===== src/rtl/pst_pkg.sv =====
// rtl/pst_pkg.sv - shared pair codes, FSM encoding and width helper for the vote readout
package pst_pkg;

  localparam int NPAIR = 6;

  localparam logic [2:0] PAIR_AB = 3'd0;
  localparam logic [2:0] PAIR_AC = 3'd1;
  localparam logic [2:0] PAIR_AD = 3'd2;
  localparam logic [2:0] PAIR_BC = 3'd3;
  localparam logic [2:0] PAIR_BD = 3'd4;
  localparam logic [2:0] PAIR_CD = 3'd5;

  typedef enum logic [2:0] {
    ST_IDLE,
    ST_WARMUP,
    ST_ACCUM,
    ST_COMMIT,
    ST_HOLD
  } state_e;

  // One extra bit so the counter can hold the value WINDOW itself.
  function automatic int cnt_width(input int window);
    return $clog2(window) + 1;
  endfunction

endpackage


===== src/rtl/pst_vote_argmax.sv =====
// rtl/pst_vote_argmax.sv - combinational argmax over per-pair vote counters, lowest code wins ties
module pst_vote_argmax
  import pst_pkg::*;
(
  input  logic [NPAIR-1:0][7:0] votes,
  output logic [2:0]            max_idx,
  output logic [7:0]            max_val
);

  always_comb begin
    max_idx = PAIR_AB;
    max_val = votes[0];
    // Strict compare keeps the earlier code on equal counts.
    for (int i = 1; i < NPAIR; i++) begin
      if (votes[i] > max_val) begin
        max_val = votes[i];
        max_idx = 3'(i);
      end
    end
  end

endmodule


===== src/rtl/pst_vote_readout.sv =====
// rtl/pst_vote_readout.sv - windowed majority vote over the attention head winner, one decision per window
module pst_vote_readout
  import pst_pkg::*;
#(
  parameter int WINDOW = 16,
  parameter int WARMUP = 2
) (
  input  logic       clk,
  input  logic       rst_n,
  input  logic       enable,
  input  logic       cycle_start,
  input  logic [2:0] winner,
  input  logic [7:0] winner_rel,
  input  logic [2:0] winner_rate,
  output logic       dec_valid,
  input  logic       dec_ready,
  output logic [2:0] dec_pair,
  output logic [7:0] dec_votes,
  output logic [7:0] dec_rel_avg,
  output logic [7:0] dec_agree,
  output logic [7:0] dec_invalid,
  output logic [7:0] overrun,
  output logic       busy
);

  localparam int WLOG = $clog2(WINDOW);
  localparam int SCW  = cnt_width(WINDOW);

  state_e                 state_q, state_d;
  logic                   samp_q, samp_d;
  logic [3:0]             wcnt_q, wcnt_d;
  logic [SCW-1:0]         scnt_q, scnt_d;
  logic [NPAIR-1:0][7:0]  vote_q, vote_d;
  logic [7:0]             inv_q, inv_d;
  logic [7:0]             agree_q, agree_d;
  logic [14:0]            rel_sum_q, rel_sum_d;
  logic [7:0]             overrun_q, overrun_d;
  logic                   dec_valid_q, dec_valid_d;
  logic [2:0]             dec_pair_q, dec_pair_d;
  logic [7:0]             dec_votes_q, dec_votes_d;
  logic [7:0]             dec_rel_avg_q, dec_rel_avg_d;
  logic [7:0]             dec_agree_q, dec_agree_d;
  logic [7:0]             dec_invalid_q, dec_invalid_d;

  logic [2:0] am_idx;
  logic [7:0] am_val;
  logic [7:0] rel_avg;
  logic       code_ok;

  pst_vote_argmax u_argmax (
    .votes   (vote_q),
    .max_idx (am_idx),
    .max_val (am_val)
  );

  assign rel_avg = 8'(rel_sum_q >> WLOG);
  assign code_ok = (winner <= PAIR_CD);

  always_comb begin
    state_d       = state_q;
    samp_d        = cycle_start;
    wcnt_d        = wcnt_q;
    scnt_d        = scnt_q;
    vote_d        = vote_q;
    inv_d         = inv_q;
    agree_d       = agree_q;
    rel_sum_d     = rel_sum_q;
    overrun_d     = overrun_q;
    dec_valid_d   = dec_valid_q;
    dec_pair_d    = dec_pair_q;
    dec_votes_d   = dec_votes_q;
    dec_rel_avg_d = dec_rel_avg_q;
    dec_agree_d   = dec_agree_q;
    dec_invalid_d = dec_invalid_q;

    case (state_q)
      ST_IDLE: begin
        if (enable) begin
          vote_d    = '0;
          inv_d     = '0;
          agree_d   = '0;
          rel_sum_d = '0;
          wcnt_d    = '0;
          scnt_d    = '0;
          state_d   = (WARMUP == 0) ? ST_ACCUM : ST_WARMUP;
        end
      end
      ST_WARMUP: begin
        if (!enable) begin
          state_d = ST_IDLE;
        end else if (samp_q) begin
          wcnt_d = wcnt_q + 4'd1;
          if (wcnt_q + 4'd1 == 4'(WARMUP)) begin
            scnt_d  = '0;
            state_d = ST_ACCUM;
          end
        end
      end
      ST_ACCUM: begin
        if (!enable) begin
          state_d = ST_IDLE;
        end else if (samp_q) begin
          if (code_ok) begin
            for (int i = 0; i < NPAIR; i++) begin
              if (winner == 3'(i)) vote_d[i] = vote_q[i] + 8'd1;
            end
            rel_sum_d = rel_sum_q + 15'(winner_rel);
            if (winner == winner_rate) agree_d = agree_q + 8'd1;
          end else begin
            inv_d = inv_q + 8'd1;
          end
          scnt_d = scnt_q + SCW'(1);
          if (scnt_q + SCW'(1) == SCW'(WINDOW)) state_d = ST_COMMIT;
        end
      end
      ST_COMMIT: begin
        if (!enable) begin
          state_d = ST_IDLE;
        end else begin
          dec_pair_d    = am_idx;
          dec_votes_d   = am_val;
          dec_rel_avg_d = rel_avg;
          dec_agree_d   = agree_q;
          dec_invalid_d = inv_q;
          dec_valid_d   = 1'b1;
          state_d       = ST_HOLD;
        end
      end
      ST_HOLD: begin
        // A sample landing on the handshake edge is lost, not counted.
        if (dec_ready) begin
          dec_valid_d = 1'b0;
          vote_d      = '0;
          inv_d       = '0;
          agree_d     = '0;
          rel_sum_d   = '0;
          scnt_d      = '0;
          overrun_d   = '0;
          state_d     = enable ? ST_ACCUM : ST_IDLE;
        end else if (samp_q && overrun_q != 8'hff) begin
          overrun_d = overrun_q + 8'd1;
        end
      end
      default: state_d = ST_IDLE;
    endcase
  end

  always_ff @(posedge clk) begin
    if (!rst_n) begin
      state_q       <= ST_IDLE;
      samp_q        <= 1'b0;
      wcnt_q        <= '0;
      scnt_q        <= '0;
      vote_q        <= '0;
      inv_q         <= '0;
      agree_q       <= '0;
      rel_sum_q     <= '0;
      overrun_q     <= '0;
      dec_valid_q   <= 1'b0;
      dec_pair_q    <= '0;
      dec_votes_q   <= '0;
      dec_rel_avg_q <= '0;
      dec_agree_q   <= '0;
      dec_invalid_q <= '0;
    end else begin
      state_q       <= state_d;
      samp_q        <= samp_d;
      wcnt_q        <= wcnt_d;
      scnt_q        <= scnt_d;
      vote_q        <= vote_d;
      inv_q         <= inv_d;
      agree_q       <= agree_d;
      rel_sum_q     <= rel_sum_d;
      overrun_q     <= overrun_d;
      dec_valid_q   <= dec_valid_d;
      dec_pair_q    <= dec_pair_d;
      dec_votes_q   <= dec_votes_d;
      dec_rel_avg_q <= dec_rel_avg_d;
      dec_agree_q   <= dec_agree_d;
      dec_invalid_q <= dec_invalid_d;
    end
  end

  assign dec_valid   = dec_valid_q;
  assign dec_pair    = dec_pair_q;
  assign dec_votes   = dec_votes_q;
  assign dec_rel_avg = dec_rel_avg_q;
  assign dec_agree   = dec_agree_q;
  assign dec_invalid = dec_invalid_q;
  assign overrun     = overrun_q;
  assign busy        = (state_q == ST_WARMUP) || (state_q == ST_ACCUM) || (state_q == ST_COMMIT);

endmodule

===== config.mk =====
export PLATFORM = sky130hd
export DESIGN_NAME = pst_vote_readout
export DESIGN_NICKNAME = d
export VERILOG_FILES = /design/src/rtl/pst_pkg.sv /design/src/rtl/pst_vote_argmax.sv /design/src/rtl/pst_vote_readout.sv
export SDC_FILE = /design/constraint.sdc
export NUM_CORES = 1
export LEC_CHECK = 0
export ABC_AREA = 0
export CAP_MARGIN = 15
export CORE_ASPECT_RATIO = 0.8
export CORE_UTILIZATION = 41
export DETAILED_ROUTE_END_ITERATION = 12
export DONT_BUFFER_PORTS = 1
export PLACE_DENSITY_LB_ADDON = 0.12
export SETUP_SLACK_MARGIN = 0.4
export SYNTH_ARGS = -nofsm -noshare
export SYNTH_HDL_FRONTEND = slang
export SYNTH_SLANG_ARGS = --single-unit

===== constraint.sdc =====
create_clock -name clk -period 11.9 [get_ports clk]
set_input_delay 0.595 -clock clk [delete_from_list [all_inputs] [get_ports clk]]
set_output_delay 0.595 -clock clk [all_outputs]
set_load 0.005 [all_outputs]

==> results of run 1 <==
## power by group through the flow
stage	clock, uW	sequential [uW]	combinational (uW)
global placement	0	478	456
detailed placement	0	478	457
finish	561	468	458
global route	594	471	513
CTS	575	468	458
floorplan	0	472	403
## area by class of cell
type                    instances  area (um^2)  share of cell area [%]
clock buffers                  19          443                    5.22
clock inverters                12          179                    2.11
inverters                      42          158                    1.86
multi-input cells             693         4690                    55.3
flip-flops and latches        133         2660                    31.4
well taps                     253          317                    3.73
repair buffers                  5         37.5                   0.442
## layout by cell type, fill, tap and decap left out, drive strengths merged, types with 18 or more instances in the layout
cell type  synthesis  layout
nand4             18      18
clkbuf            30      19
a21oi             45      45
nand3             37      37
a21boi            31      31
xnor2             39      39
nor2b             22      22
mux2i             25      25
xor2              31      31
ha                58      58
inv               42      43
dfxtp            133     133
nand2            102     102
nor2              90      90
o21ai             29      29
## cells by family after synthesis
family          share of synthesized area (%)
simple gates                             22.3
buf+inv                                  4.10
flops                                    34.8
fa+ha+maj                                9.74
xor+xnor                                 8.01
mux                                      5.52
compound gates                           15.6
## through the flow
step	util, %	cell area, um^2
2_1_floorplan	-	7660
3_5_place_dp	43.2	7860
5_1_grt	46.6	8490
6_report	46.6	8490
3_3_place_gp	43.2	7860
4_1_cts	46.6	8490
## flip-flops by register name, indices dropped and copies added, names as in the netlist
signal,count
agree_q,8
dec_agree,8
rel_sum_q,12
samp_q,1
overrun,8
state_q,3
dec_votes,8
vote_q,48
dec_rel_avg,8
inv_q,8
scnt_q,5
dec_valid,1
dec_invalid,8
wcnt_q,4
dec_pair,3
## worst max-delay path by stage
stage	startpoint	endpoint
floorplan	vote_q[1]	dec_votes[0]
global placement	vote_q[1]	dec_votes[6]
detailed placement	vote_q[1]	dec_votes[4]
CTS	vote_q[1]	dec_votes[4]
global route	vote_q[1]	dec_votes[4]
finish	vote_q[1]	dec_votes[6]
## critical path, delay by kind of cell, from the launching register on
family          cells  cell delay [ns]
compound gates     22             4.41
fa+ha+maj           5             1.41
buf+inv             4             0.59
flops               1             0.39
mux                 3             0.90
simple gates       10             2.23
## routing by layer
layer | global-route usage, % | share of wire (%) | wire (um)
met2 | 28.8 | 41 | 7180
met1 | 28.2 | 53 | 9350
met5 | 0 | 0 | 0
met3 | 4.75 | 5.4 | 950
met4 | 4.54 | 0.73 | 129
==> metrics.txt, run 1 <==
die height around 120 um; max-cap viol count 0; Worst Hold Class in -> reg; most frequent cell after synthesis dfxtp_1; number of flops mapped to enable cells by yosys 0; Critical R2R Capture dec_votes[6]; asr flop ratio synth 0%; Yosys cell types between 60 and 70; area delta synth->final 10.8%; core footprint between 15,000 and 20,000 um^2; Hold WS 0.307 ns; FF-to-FF Start vote_q[1]; top_reg_cell synth dfxtp_1; r2r setup slk between 1.5 and 2 ns; total congestion overflow 0; setup tns final 0 ns; dpl cells 1,126; most used cell, CP o21a_1; Final Max Tran Viols 0; worst setup path class reg -> reg; synth warn 0; GPL Wtd Cong between 0.8 and 0.9; Min-Delay Endpoint scnt_q[0]; Syn Inst Count ~900; post-route ant nets 0; IO buf count 0; endpoints failing setup 0; Synth top cells by count 133 x dfxtp_1, 101 x nand2_1, 89 x nor2_1; clock latency on the worst-skew pair 0.42 ns; sequential-to-total area share from yosys stat 34.8%; worst setup margin 1.90 ns; combinational power share 30.8%; Top Ports 64; Root Buffer clkbuf_16; FILL cells 1,818; Clk pwr share 37.7%; Post-CTS Hold Buffers 0; CP required 12.24 ns; WL per Instance 15.2 um; Slew HR 30.1%; Clock Path Buffers 2; Tmin final 10.00 ns; Post-Layout Cell Count approximately 1,200; Die Wd 155 um; initial antenna violation count 0; site row count 44; ant diodes 0; Yosys top cell area share 34.8%; clock tree sinks 133; TritonCTS Buffers 17; Avg Cell Area, Syn ~8.5 um^2; worst vdd ir 0.000127 V; Max stage delay on crit path 0.65 ns; switching share of power 33.8%; CTS tree done; clk_skew around 0.012 ns; Worst Hold Launch rst_n; global-route wire length before repair between 30,000 and 40,000 um; R2R depth between 40 and 50; TritonRoute pass-1 iters 6; Mapped Area around 7700 um^2; status finished, final reports clean; WL final 17,600 um; Crit. End Element flop; Final HPWL DP between 10,000 and 15,000 um; post-synthesis register bit count 133; nets 970; PnR Total Power 1490 uW; Vias/cell 5.23; Setup crit start kind flop; Final Hold Vio Count 0; sequential share of power 31.5%; CP max-delay cell nor2_1; DP Worst Slack 1.97 ns; final worst-path cycle share 84.1%; layout cell share with drive strength beyond 1 7.52%; CP arrival 10.34 ns; DRC Markers 0; CP max FO 24; Synth Net Count 981; DR iter-0 viols 374; Switch Pwr 502 uW; post-CTS setup buffer count 0; highest clock rate 100 MHz; Reg clk slew, reported paths roughly 0.060 ns; worst slew pin tran 1.04 ns; die area 19,200 um^2; Vias 6,051; Power Density ~180 nW/um^2; RSZ-0062 raised after global routing false; Worst Hold Depth 1; vias in the first global route 5,766; pin count of the biggest net entering global routing 63; area leader, netlist dfxtp_1; starting density of the core 42.0%; largest cells by area after synthesis dfxtp_1 35%, ha_1 9.5%, nand2_1 5.0%; post-CTS sizing 0; Pleak 0.00326 uW; CTS H-Tree Depth 4; overall fraction of global-route tracks in use 19.5%; Internal 986 uW
(Power assumes the default switching activity.)
==> inputs of run 2 (changes only) <==
ABC_AREA = 1   (was 0)
clock period = 10.45 ns   (was 11.9 ns; I/O delays follow)
==> metrics.txt, run 2 <==
Crit. End Element flop; CP required 10.78 ns (-1.46 ns); initial antenna violation count 0 (unchanged); r2r setup slk 2.69 ns (+0.80 ns); most frequent cell after synthesis nand2_1; FILL cells 1,760 (-3.2%); Syn Inst Count 1,041 (+15%); RSZ-0062 raised after global routing false; Post-CTS Hold Buffers 0 (unchanged); worst slew pin tran 1.12 ns (+0.0767 ns); CP arrival 8.08 ns (-2.26 ns); Final Hold Vio Count 0 (unchanged); commonest non-fill, non-tap cell in the layout nand2_1; worst setup margin 2.69 ns (+0.796 ns); setup tns final 0 ns (unchanged); biggest regs vote_q: 48 flops, rel_sum_q: 12 flops; worst setup path class reg -> reg; overall fraction of global-route tracks in use 20.3% (+0.77 points); CP max FO 17 (-29%); Buf+Inv Stages, Crit Path 6 (+2); DRC Markers 2 (+2); Synth top cells by count 162 x nand2_1, 144 x inv_1, 133 x dfxtp_1; top_reg_cell synth dfxtp_1; CTS H-Tree Depth 4 (unchanged); Synth Net Count 1,119 (+14%); asr flop ratio synth 0% (unchanged); GPL Wtd Cong 0.838 (+1.3%); clock tree sinks 133 (unchanged); Avg Cell Area, Syn 7.17 um^2 (-15%); area delta synth->final 10.5%; starting density of the core 42.4% (+0.38 points); area of the multi-input gates 4140 um^2 (-12%); max reg flops 48 (unchanged); Min-Delay Endpoint samp_q; Top Ports 64 (unchanged); IO buf count 0 (unchanged); post-synthesis register bit count 133 (unchanged); Vias 6,456 (+6.7%); site row count 43 (-2.3%); Root Buffer clkbuf_16; CP max-delay cell dfxtp_1; R2R depth 45 (+2.3%); post-CTS sizing 0 (unchanged); Reg clk slew, reported paths 0.06 ns (about the same); total congestion overflow 0 (unchanged); Max stage delay on crit path 0.39 ns (-0.26 ns); most used cell, CP nand2_1; vias in the first global route 6,020 (+4.4%); synth warn 0 (unchanged); DR iter-0 viols 343 (-8.3%); post-route ant nets 0 (unchanged); area leader, netlist dfxtp_1; failing checks design-rule violations; global-route wire length before repair 30,000 um (-0.41%); PnR Total Power 2850 uW (+91%); layout cell share with drive strength beyond 1 7.89% (+0.37 points); Tmin final 7.76 ns (-2.25 ns); Worst Hold Launch cycle_start; sequential-to-total area share from yosys stat 35.7% (+0.92 points); Worst Hold Class in -> reg; Clock Path Buffers 2 (unchanged); Final Max Tran Viols 0 (unchanged); core footprint 17,600 um^2 (-3.5%); WL per Instance 14.1 um (-7.0%); status complete, but fails checks; commonest cells after routing, fill and taps aside 162 x nand2_1, 144 x inv_1, 133 x dfxtp_1; highest clock rate 129 MHz (+29%); clock latency on the worst-skew pair 0.42 ns (about the same); Setup crit start kind flop; Mapped Area 7460 um^2 (-2.6%); worst vdd ir 0.000166 V (+30%); largest cells by area after synthesis dfxtp_1 36%, ha_1 9.7%, nand2_1 8.2%; Crit path max-delay family simple AND/OR/NAND/NOR gates; Vias/cell 5.06 (-3.3%); Slew HR 25.2% (-4.9 points); ant diodes 0 (unchanged); Power Density 345 nW/um^2 (+97%); pin count of the biggest net entering global routing 39 (-38%); CP startpoint vote_q[2]; Yosys cell types 45 (-31%); register area 2660 um^2 (unchanged); CTS tree done; nets 1,118 (+15%); TritonCTS Buffers 17 (unchanged); TritonRoute pass-1 iters 9 (+3); FF-to-FF Start vote_q[2]; endpoints failing setup 0 (unchanged); number of flops mapped to enable cells by yosys 0 (unchanged); Die Wd 153 um (-1.3%); Worst Hold Depth 2 (+1); final worst-path cycle share 74.2% (-9.8 points); largest reg by FF count vote_q; Final HPWL DP 13,300 um (+3.9%); WL final 18,100 um (+2.6%); post-CTS setup buffer count 0 (unchanged); clk_skew 0.00660 ns (-0.00583 ns); Yosys top cell area share 35.7% (+0.92 points); max-cap viol count 0 (unchanged); die height 123 um (-1.3%); die area 18,700 um^2 (-2.5%); Pleak 0.00345 uW (+5.7%); Critical R2R Capture dec_pair[1]; DP Worst Slack 2.74 ns (+0.768 ns)
-- run 2: area by class of cell --
class | count | share of cell area [%]
well taps | 225 | 3.42
clock buffers | 18 | 5.21
clock inverters | 13 | 1.62
repair buffers | 3 | 0.273
flip-flops and latches | 133 | 32.3
multi-input cells | 732 | 50.2
inverters | 153 | 6.97
-- run 2: worst register-to-register path, delay by kind of cell (launching register included) --
family / cells / cell delay (ns)
AO/OA/AOI/OAI: 12 / 1.95
adder cells (fa/ha/maj): 5 / 1.48
buffers and inverters: 6 / 0.80
flip-flops: 1 / 0.39
AND/OR/NAND/NOR: 22 / 3.05
-- run 2: stage by stage --
stage	utilization, %	hold WS, ns	cells	cell area, um^2
2_1_floorplan	-	0.412	1041	7460
3_3_place_gp	43.7	0.436	1246	7680
3_5_place_dp	43.7	0.432	1246	7680
4_1_cts	46.9	0.196	1277	8240
5_1_grt	46.9	0.190	1277	8240
6_report	46.9	0.207	1277	8240
-- run 2: worst max-delay path by stage --
stage,cells after the start,end,slack [ns]
2_1_floorplan,49,dec_pair[2],4.04
3_3_place_gp,45,dec_pair[2],2.79
3_5_place_dp,45,dec_pair[1],2.74
4_1_cts,45,dec_pair[1],2.69
5_1_grt,46,dec_pair[1],1.61
6_report,45,dec_pair[1],2.69
-- run 2: per-layer routing --
layer,vias up,track usage [%],wire length (um)
met2,96,29.3,7270
met1,2884,29.0,9740
met3,18,5.58,856
met4,0,6.06,208
li1,3458,-,-
met5,-,0,0
-- run 2: power by group --
group	total [uW]	switching (uW)	internal (uW)
logic	1660	1120	539
clock network	581	232	349
registers	606	45.0	561
total	2850	1400	1450
-- run 2: cell families after synthesis --
| group | synth area share, % |
|---|---|
| buffers and inverters | 8.99 |
| adders and majority gates | 10.0 |
| DFF | 35.7 |
| and+or+nand+nor | 27.0 |
| xor gates and xnor gates | 1.06 |
| AOI/OAI and AO/OA | 17.2 |
